==> config.mk <==
export PLATFORM = sky130hd
export DESIGN_NAME = ir_code_receiver
export DESIGN_NICKNAME = d
export VERILOG_FILES = /design/src/rtl/ir_rx_pkg.sv /design/src/rtl/ir_pulse_timer.sv /design/src/rtl/ir_code_receiver.sv
export SDC_FILE = /design/constraint.sdc
export NUM_CORES = 1
export LEC_CHECK = 0
export BUFFER_PORTS_ARGS = -buffer_cell sky130_fd_sc_hd__buf_2
export CORE_MARGIN = 5
export CORE_UTILIZATION = 54
export CTS_BUF_LIST = sky130_fd_sc_hd__clkbuf_8 sky130_fd_sc_hd__clkbuf_16
export DETAILED_ROUTE_END_ITERATION = 16
export PLACE_DENSITY_LB_ADDON = 0.25
export RECOVER_POWER = 100
export SLEW_MARGIN = 20
export SYNTH_ARGS = -nofsm -noshare
export SYNTH_HDL_FRONTEND = slang
export SYNTH_SLANG_ARGS = --single-unit
==> constraint.sdc <==
create_clock -name clock_in -period 2.4 [get_ports clock_in]
set_input_delay 0.36 -clock clock_in [delete_from_list [all_inputs] [get_ports clock_in]]
set_output_delay 0.36 -clock clock_in [all_outputs]
set_load 0.03 [all_outputs]
==> src/rtl/ir_rx_pkg.sv <==
// Shared types and timing constants for the NEC infrared receiver.
// Every duration here is counted in measurement ticks.
package ir_rx_pkg;

  typedef enum logic [3:0] {
    S_IDLE       = 4'd0,
    S_LEAD_MARK  = 4'd1,
    S_LEAD_SPACE = 4'd2,
    S_BIT_MARK   = 4'd3,
    S_BIT_SPACE  = 4'd4,
    S_STOP_MARK  = 4'd5,
    S_REP_STOP   = 4'd6
  } ir_state_e;

  localparam int CNT_W          = 11;
  localparam int CNT_MAX        = 2047;
  localparam int LEAD_MARK_MIN  = 800;
  localparam int LEAD_MARK_MAX  = 1000;
  localparam int LEAD_SPACE_MIN = 400;
  localparam int LEAD_SPACE_MAX = 500;
  localparam int REP_SPACE_MIN  = 190;
  localparam int REP_SPACE_MAX  = 260;
  localparam int BIT_MARK_MIN   = 40;
  localparam int BIT_MARK_MAX   = 72;
  localparam int SPACE0_MIN     = 40;
  localparam int SPACE0_MAX     = 72;
  localparam int SPACE1_MIN     = 140;
  localparam int SPACE1_MAX     = 200;
  localparam int TIMEOUT_TICKS  = 1200;
  localparam int NEC_BITS       = 32;
  localparam int IDX_W          = 5;

  function automatic logic in_win(input logic [CNT_W-1:0] d, input int lo, input int hi);
    return (int'(d) >= lo) && (int'(d) <= hi);
  endfunction

endpackage

==> src/rtl/ir_pulse_timer.sv <==
// Measures the time since the last line edge in 10 us ticks.
// The tick counter saturates, and the prescaler restarts on every edge.
module ir_pulse_timer
  import ir_rx_pkg::*;
#(
  parameter int CLK_HZ  = 8_000_000,
  parameter int TICK_HZ = 100_000
) (
  input  logic             clock_in,
  input  logic             resetn_in,
  input  logic             i_clear,
  output logic [CNT_W-1:0] o_count,
  output logic             o_timeout
);

  localparam int PRESCALE = CLK_HZ / TICK_HZ;
  localparam int PW       = (PRESCALE > 1) ? $clog2(PRESCALE) : 1;

  logic [PW-1:0]    r_presc;
  logic [CNT_W-1:0] r_count;
  logic             w_tick;

  assign w_tick = (r_presc == PW'(PRESCALE - 1));

  always_ff @(posedge clock_in or negedge resetn_in) begin
    if (!resetn_in) begin
      r_presc <= '0;
      r_count <= '0;
    end else if (i_clear) begin
      r_presc <= '0;
      r_count <= '0;
    end else if (w_tick) begin
      r_presc <= '0;
      if (r_count != CNT_W'(CNT_MAX)) r_count <= r_count + 1'b1;
    end else begin
      r_presc <= r_presc + 1'b1;
    end
  end

  assign o_count   = r_count;
  assign o_timeout = (r_count >= CNT_W'(TIMEOUT_TICKS));

endmodule

==> src/rtl/ir_code_receiver.sv <==
// NEC infrared frame decoder: synchronizes the demodulated pin, times marks
// and spaces, and assembles 32-bit codes (first received bit in bit 0).
module ir_code_receiver
  import ir_rx_pkg::*;
#(
  parameter int CLK_HZ        = 8_000_000,
  parameter int TICK_HZ       = 100_000,
  parameter int IR_ACTIVE_LOW = 1
) (
  input  logic        clock_in,
  input  logic        resetn_in,
  input  logic        ir_in,
  output logic [31:0] code_out,
  output logic        valid_out,
  output logic        repeat_out,
  output logic        check_ok_out,
  output logic        error_out,
  output logic        busy_out,
  output logic [3:0]  state
);

  // Idle line level; the synchronizer resets to it so reset never fakes an edge.
  localparam logic IDLE_LVL = (IR_ACTIVE_LOW != 0) ? 1'b1 : 1'b0;

  logic             r_sync1, r_sync2, r_mark_d;
  logic             w_mark, w_mark_start, w_mark_end, w_edge;
  logic [CNT_W-1:0] w_count;
  logic             w_timeout;

  ir_state_e        r_state, w_next;
  logic [IDX_W-1:0] r_idx;
  logic [31:0]      r_shift, r_code;
  logic             r_have_code, r_valid, r_repeat, r_error;
  logic             w_valid, w_repeat, w_error, w_shift_en, w_bit;
  logic             w_idx_clr, w_idx_inc, w_load;

  always_ff @(posedge clock_in or negedge resetn_in) begin
    if (!resetn_in) begin
      r_sync1  <= IDLE_LVL;
      r_sync2  <= IDLE_LVL;
      r_mark_d <= 1'b0;
    end else begin
      r_sync1  <= ir_in;
      r_sync2  <= r_sync1;
      r_mark_d <= w_mark;
    end
  end

  assign w_mark       = r_sync2 ^ IDLE_LVL;
  assign w_mark_start = w_mark & ~r_mark_d;
  assign w_mark_end   = ~w_mark & r_mark_d;
  assign w_edge       = w_mark_start | w_mark_end;

  ir_pulse_timer #(
    .CLK_HZ  (CLK_HZ),
    .TICK_HZ (TICK_HZ)
  ) u_timer (
    .clock_in  (clock_in),
    .resetn_in (resetn_in),
    .i_clear   (w_edge),
    .o_count   (w_count),
    .o_timeout (w_timeout)
  );

  always_ff @(posedge clock_in or negedge resetn_in) begin
    if (!resetn_in) r_state <= S_IDLE;
    else            r_state <= w_next;
  end

  // Errors seen on a mark start go to LEAD_MARK so that mark can open a new frame.
  always_comb begin
    w_next     = r_state;
    w_valid    = 1'b0;
    w_repeat   = 1'b0;
    w_error    = 1'b0;
    w_shift_en = 1'b0;
    w_bit      = 1'b0;
    w_idx_clr  = 1'b0;
    w_idx_inc  = 1'b0;
    w_load     = 1'b0;
    case (r_state)
      S_IDLE: if (w_mark_start) w_next = S_LEAD_MARK;
      S_LEAD_MARK: if (w_mark_end) begin
        if (in_win(w_count, LEAD_MARK_MIN, LEAD_MARK_MAX)) w_next = S_LEAD_SPACE;
        else begin w_error = 1'b1; w_next = S_IDLE; end
      end
      S_LEAD_SPACE: if (w_mark_start) begin
        if (in_win(w_count, LEAD_SPACE_MIN, LEAD_SPACE_MAX)) begin
          w_next    = S_BIT_MARK;
          w_idx_clr = 1'b1;
        end else if (in_win(w_count, REP_SPACE_MIN, REP_SPACE_MAX)) w_next = S_REP_STOP;
        else begin w_error = 1'b1; w_next = S_LEAD_MARK; end
      end
      S_BIT_MARK: if (w_mark_end) begin
        if (in_win(w_count, BIT_MARK_MIN, BIT_MARK_MAX)) w_next = S_BIT_SPACE;
        else begin w_error = 1'b1; w_next = S_IDLE; end
      end
      S_BIT_SPACE: if (w_mark_start) begin
        if (in_win(w_count, SPACE0_MIN, SPACE0_MAX) || in_win(w_count, SPACE1_MIN, SPACE1_MAX)) begin
          w_shift_en = 1'b1;
          w_bit      = in_win(w_count, SPACE1_MIN, SPACE1_MAX);
          if (r_idx == IDX_W'(NEC_BITS - 1)) w_next = S_STOP_MARK;
          else begin w_idx_inc = 1'b1; w_next = S_BIT_MARK; end
        end else begin w_error = 1'b1; w_next = S_LEAD_MARK; end
      end
      S_STOP_MARK: if (w_mark_end) begin
        if (in_win(w_count, BIT_MARK_MIN, BIT_MARK_MAX)) begin
          w_load  = 1'b1;
          w_valid = 1'b1;
        end else w_error = 1'b1;
        w_next = S_IDLE;
      end
      S_REP_STOP: if (w_mark_end) begin
        if (in_win(w_count, BIT_MARK_MIN, BIT_MARK_MAX) && r_have_code) w_repeat = 1'b1;
        else w_error = 1'b1;
        w_next = S_IDLE;
      end
      default: w_next = S_IDLE;
    endcase
    if (!w_edge && (r_state != S_IDLE) && w_timeout) begin
      w_error    = 1'b1;
      w_shift_en = 1'b0;
      w_next     = S_IDLE;
    end
  end

  always_ff @(posedge clock_in or negedge resetn_in) begin
    if (!resetn_in) begin
      r_idx       <= '0;
      r_shift     <= '0;
      r_code      <= '0;
      r_have_code <= 1'b0;
      r_valid     <= 1'b0;
      r_repeat    <= 1'b0;
      r_error     <= 1'b0;
    end else begin
      r_valid  <= w_valid;
      r_repeat <= w_repeat;
      r_error  <= w_error;
      if (w_idx_clr)      r_idx <= '0;
      else if (w_idx_inc) r_idx <= r_idx + 1'b1;
      if (w_shift_en) r_shift[r_idx] <= w_bit;
      if (w_load) begin
        r_code      <= r_shift;
        r_have_code <= 1'b1;
      end
    end
  end

  assign code_out     = r_code;
  assign check_ok_out = (r_code[15:8] == ~r_code[7:0]) && (r_code[31:24] == ~r_code[23:16]);
  assign valid_out    = r_valid;
  assign repeat_out   = r_repeat;
  assign error_out    = r_error;
  assign busy_out     = (r_state != S_IDLE);
  assign state        = r_state;

endmodule

==> impl_metrics.py <==
metrics = {
    "timing": {
        "holdWs_ps": 74.5,
        "relSlewSlack": 0.322,
        "fin_skew_ps": 12.5,
        "setup_viol": 0,
        "final_max_slew_viol_count": 0,
        "fin_crit_ps": 2220,
        "fmax_mhz": 450,
        "finalSetupTns_ps": 0,
        "final.period_utilization": 0.925,
        "worst_slew_pin_slew_ps": 1020,
        "rsz0062_at_grt": "false",
        "finalHoldViolCount": 0,
    },
    "place": {
        "place_area_sq_um": 5350,
        "dp.cells": 593,
        "hpwl_microns": 7130,
        "io_buffers": 42,
        "place.gp.congestion": 0.913,
    },
    "yosys": {
        "syn_area_sq_um": 5000,
        "syn_nets": 463,
        "synth_ff_type": "dfrtp_1",
        "synth.distinct_cells": 56,
        "synth_top_area_frac": 0.476,
        "ys_seq_elements": 97,
        "yosys_warnings": 0,
        "async_reset_ff_frac": 1.00,
        "synth_edf_count": 0,
        "postSynthCellCount": 450,
        "syn_area_per_cell_sq_um": 11.1,
        "synth.largest_area_cell": "dfrtp_1",
        "seq_area_frac_synth": 0.486,
        "synthTopCellsByArea": "dfrtp_1 (48%), mux2_2 (13%), nand3_1 (4.2%)",
    },
    "cts": {
        "postCtsSetupBuffers": 0,
        "clkLatencyLatePin_ps": 380,
        "cts_tree": "built",
        "path_clk_slew_ps": 100,
        "cts_sinks": 97,
        "clockBufferDepth": 2,
        "cts_htree_levels": 3,
        "cts-buffers-inserted": 9,
        "cts_root_buf": "clkbuf_8",
    },
    "floorplan": {
        "start_util": 0.546,
        "die_x_microns": 106,
        "coreArea_sq_um": 9150,
        "die-area_sq_um": 11300,
        "die_h_microns": 106,
        "num_rows": 35,
        "ios": 44,
    },
    "power_and_ir_drop": {
        "vdd_drop_max_mv": 0.264,
        "leakage_nw": 2.57,
        "power_density_nw_per_um2": 524,
    },
    "global_route": {
        "grt_busiest_layer": "met2",
        "met3_usage": 0.0413,
        "grtUsageMet1": 0.270,
        "overflow": 0,
        "first_global_vias": 3389,
        "gr-usage-all-layers": 0.189,
        "grt_pass1_wl_microns": 17100,
        "grt_max_degree": 59,
        "antenna_found_initial": 0,
        "grt_use_met2": 0.293,
    },
    "layout": {
        "drive_gt1_frac": 0.208,
        "postLayoutCoreUtil": 0.598,
        "fillerInstances": 782,
        "seqCellArea_sq_um": 2430,
        "final_nets": 507,
        "area_delta_synth_final_pct": 9.46,
        "multi_input_area_sq_um": 2310,
        "diodes": 0,
        "design_area_sq_um": 5470,
        "instances_no_fill": 610,
    },
    "routing": {
        "wirelength_microns": 10000,
        "detail-route-antenna-nets": 0,
        "dr.pass1.iters": 4,
        "viasPerCell": 5.71,
        "wl_per_cell_microns": 16.5,
        "drtIter0Drc": 132,
        "drc": 0,
        "dr_total_vias": 3483,
    },
    "critical_path": {
        "max_stage_delay_ps": 400,
        "startpoint_type": "flip-flop",
        "end_kind": "flip-flop",
        "cp_data_arrival_time_ps": 2490,
        "critPathSlowestCell": "dfrtp_1",
        "path_delay_family": "simple AND/OR/NAND/NOR gates",
        "regToRegSetupSlack_ps": 180,
        "crit_chain": "or3_4, a311oi_4, nand3_2, nor3_4, buf_12, mux2_2",
        "cp.depth": 6,
        "crit_type": "reg -> reg",
        "r2r_cells": 6,
        "required_ps": 2670,
        "crit_fanout": 34,
        "path_buf_inv": 1,
    },
    "run_status": {
        "status": "finished, final reports clean",
    },
    "worst_hold_path": {
        "hold_depth": 1,
        "hold_path.class": "in -> reg",
    },
    "flow_run": {
        "drv_cap": 0,
    },
}
==> through the flow <==
step	setup slack [ps]	total power, mW
CTS	88.4	2.89
finish	180	2.87
floorplan	85.2	1.78
detailed placement	80.6	1.86
global route	62.5	2.98
global placement	144	1.85
==> cells by family after synthesis <==
kind of cell / share of synthesized area
compound gates: 0.0801
xor+xnor: 0.0386
fa+ha+maj: 0.0250
buf+inv: 0.0493
flops: 0.486
mux: 0.160
other cells: 0.000750
simple gates: 0.160
==> worst paths after layout <==
path | to | startpoint
worst min-delay path | r_sync1 | ir_in
worst min register to register | r_sync2 | r_sync1
max in group asynchronous | code_out[15] | resetn_in
worst max-delay path | code_out[5] | u_timer.o_count[9]
min in group asynchronous | u_timer.o_count[8] | resetn_in
worst max register to register | code_out[5] | u_timer.o_count[9]
==> synthesized netlist by cell type, types with 3 or more instances <==
cell type / number
nor3b_1: 6
ha_1: 10
mux2_4: 5
o31ai_1: 4
or4_1: 4
or3_1: 5
xnor2_1: 4
nand2b_1: 11
buf_2: 5
nor2b_1: 3
o311ai_0: 3
clkbuf_8: 3
o21a_1: 3
nand2_1: 22
xor2_1: 18
mux2_2: 59
a211oi_1: 3
nand4_1: 8
dfrtp_1: 95
nor2_1: 14
a21oi_1: 19
mux2i_1: 6
nor3_1: 6
buf_6: 4
clkbuf_1: 18
o21ai_0: 14
inv_1: 13
o22ai_1: 3
nand3_1: 42
and3_1: 3
nor4_1: 4
==> worst reg2reg max path, cell delays in order, from the launching register on <==
cell and delay (ps):
dfrtp_1 400, or3_4 400, a311oi_4 280, nand3_2 180, nor3_4 220, buf_12 220
mux2_2 390
==> sequential cells by signal, summed over array words and instances, names as in the netlist, 3 cells and up <==
name,cells
u_timer.o_count,11
r_idx,5
r_shift,32
state,3
code_out,32
u_timer.r_presc,7
==> repair_timing <==
item,in CTS,in global routing
setup endpoints to repair,0,16
endpoints found under the hold margin,37,0
hold buffers,1,0
gates resized for setup,0,1
==> power breakdown <==
group	internal, mW	switching (mW)
combinational	0.0462	0.111
clock	0.427	0.626
sequential	1.65	0.00876
==> layout by cell type (no fill, tap or decap), types with 3 or more instances in the layout <==
cell type,count
nand4_1,8
clkinv_4,3
a21oi_1,19
nor4_1,4
buf_4,16
o311ai_0,3
dfrtp_1,95
nor3b_1,6
nand3_1,42
o22ai_1,3
mux2i_1,6
clkbuf_8,10
o21a_1,3
ha_1,10
nor2b_1,3
mux2_2,59
nor2_1,14
and3_1,3
clkbuf_1,44
xor2_1,18
xnor2_1,4
nand2_1,22
o21ai_0,14
mux2_1,5
or4_1,4
or3_1,5
nor3_1,6
o31ai_1,4
a211oi_1,3
inv_1,13
nand2b_1,11
==> routing by layer <==
metal / part of all wire / vias to the layer above
met5: 0 / -
met4: 0.012 / 0
met3: 0.040 / 11
met2: 0.47 / 52
met1: 0.48 / 1718
li1: - / 1702
==> final cells by class <==
cell class / instances / share of cell area
sequential: 97 / 0.444
inverter: 14 / 0.00961
timing repair buffer: 65 / 0.0631
multi-input combinational: 307 / 0.422
clock inverter: 6 / 0.0110
clock buffer: 10 / 0.0252
tap: 111 / 0.0254
(Power assumes the default switching activity.)
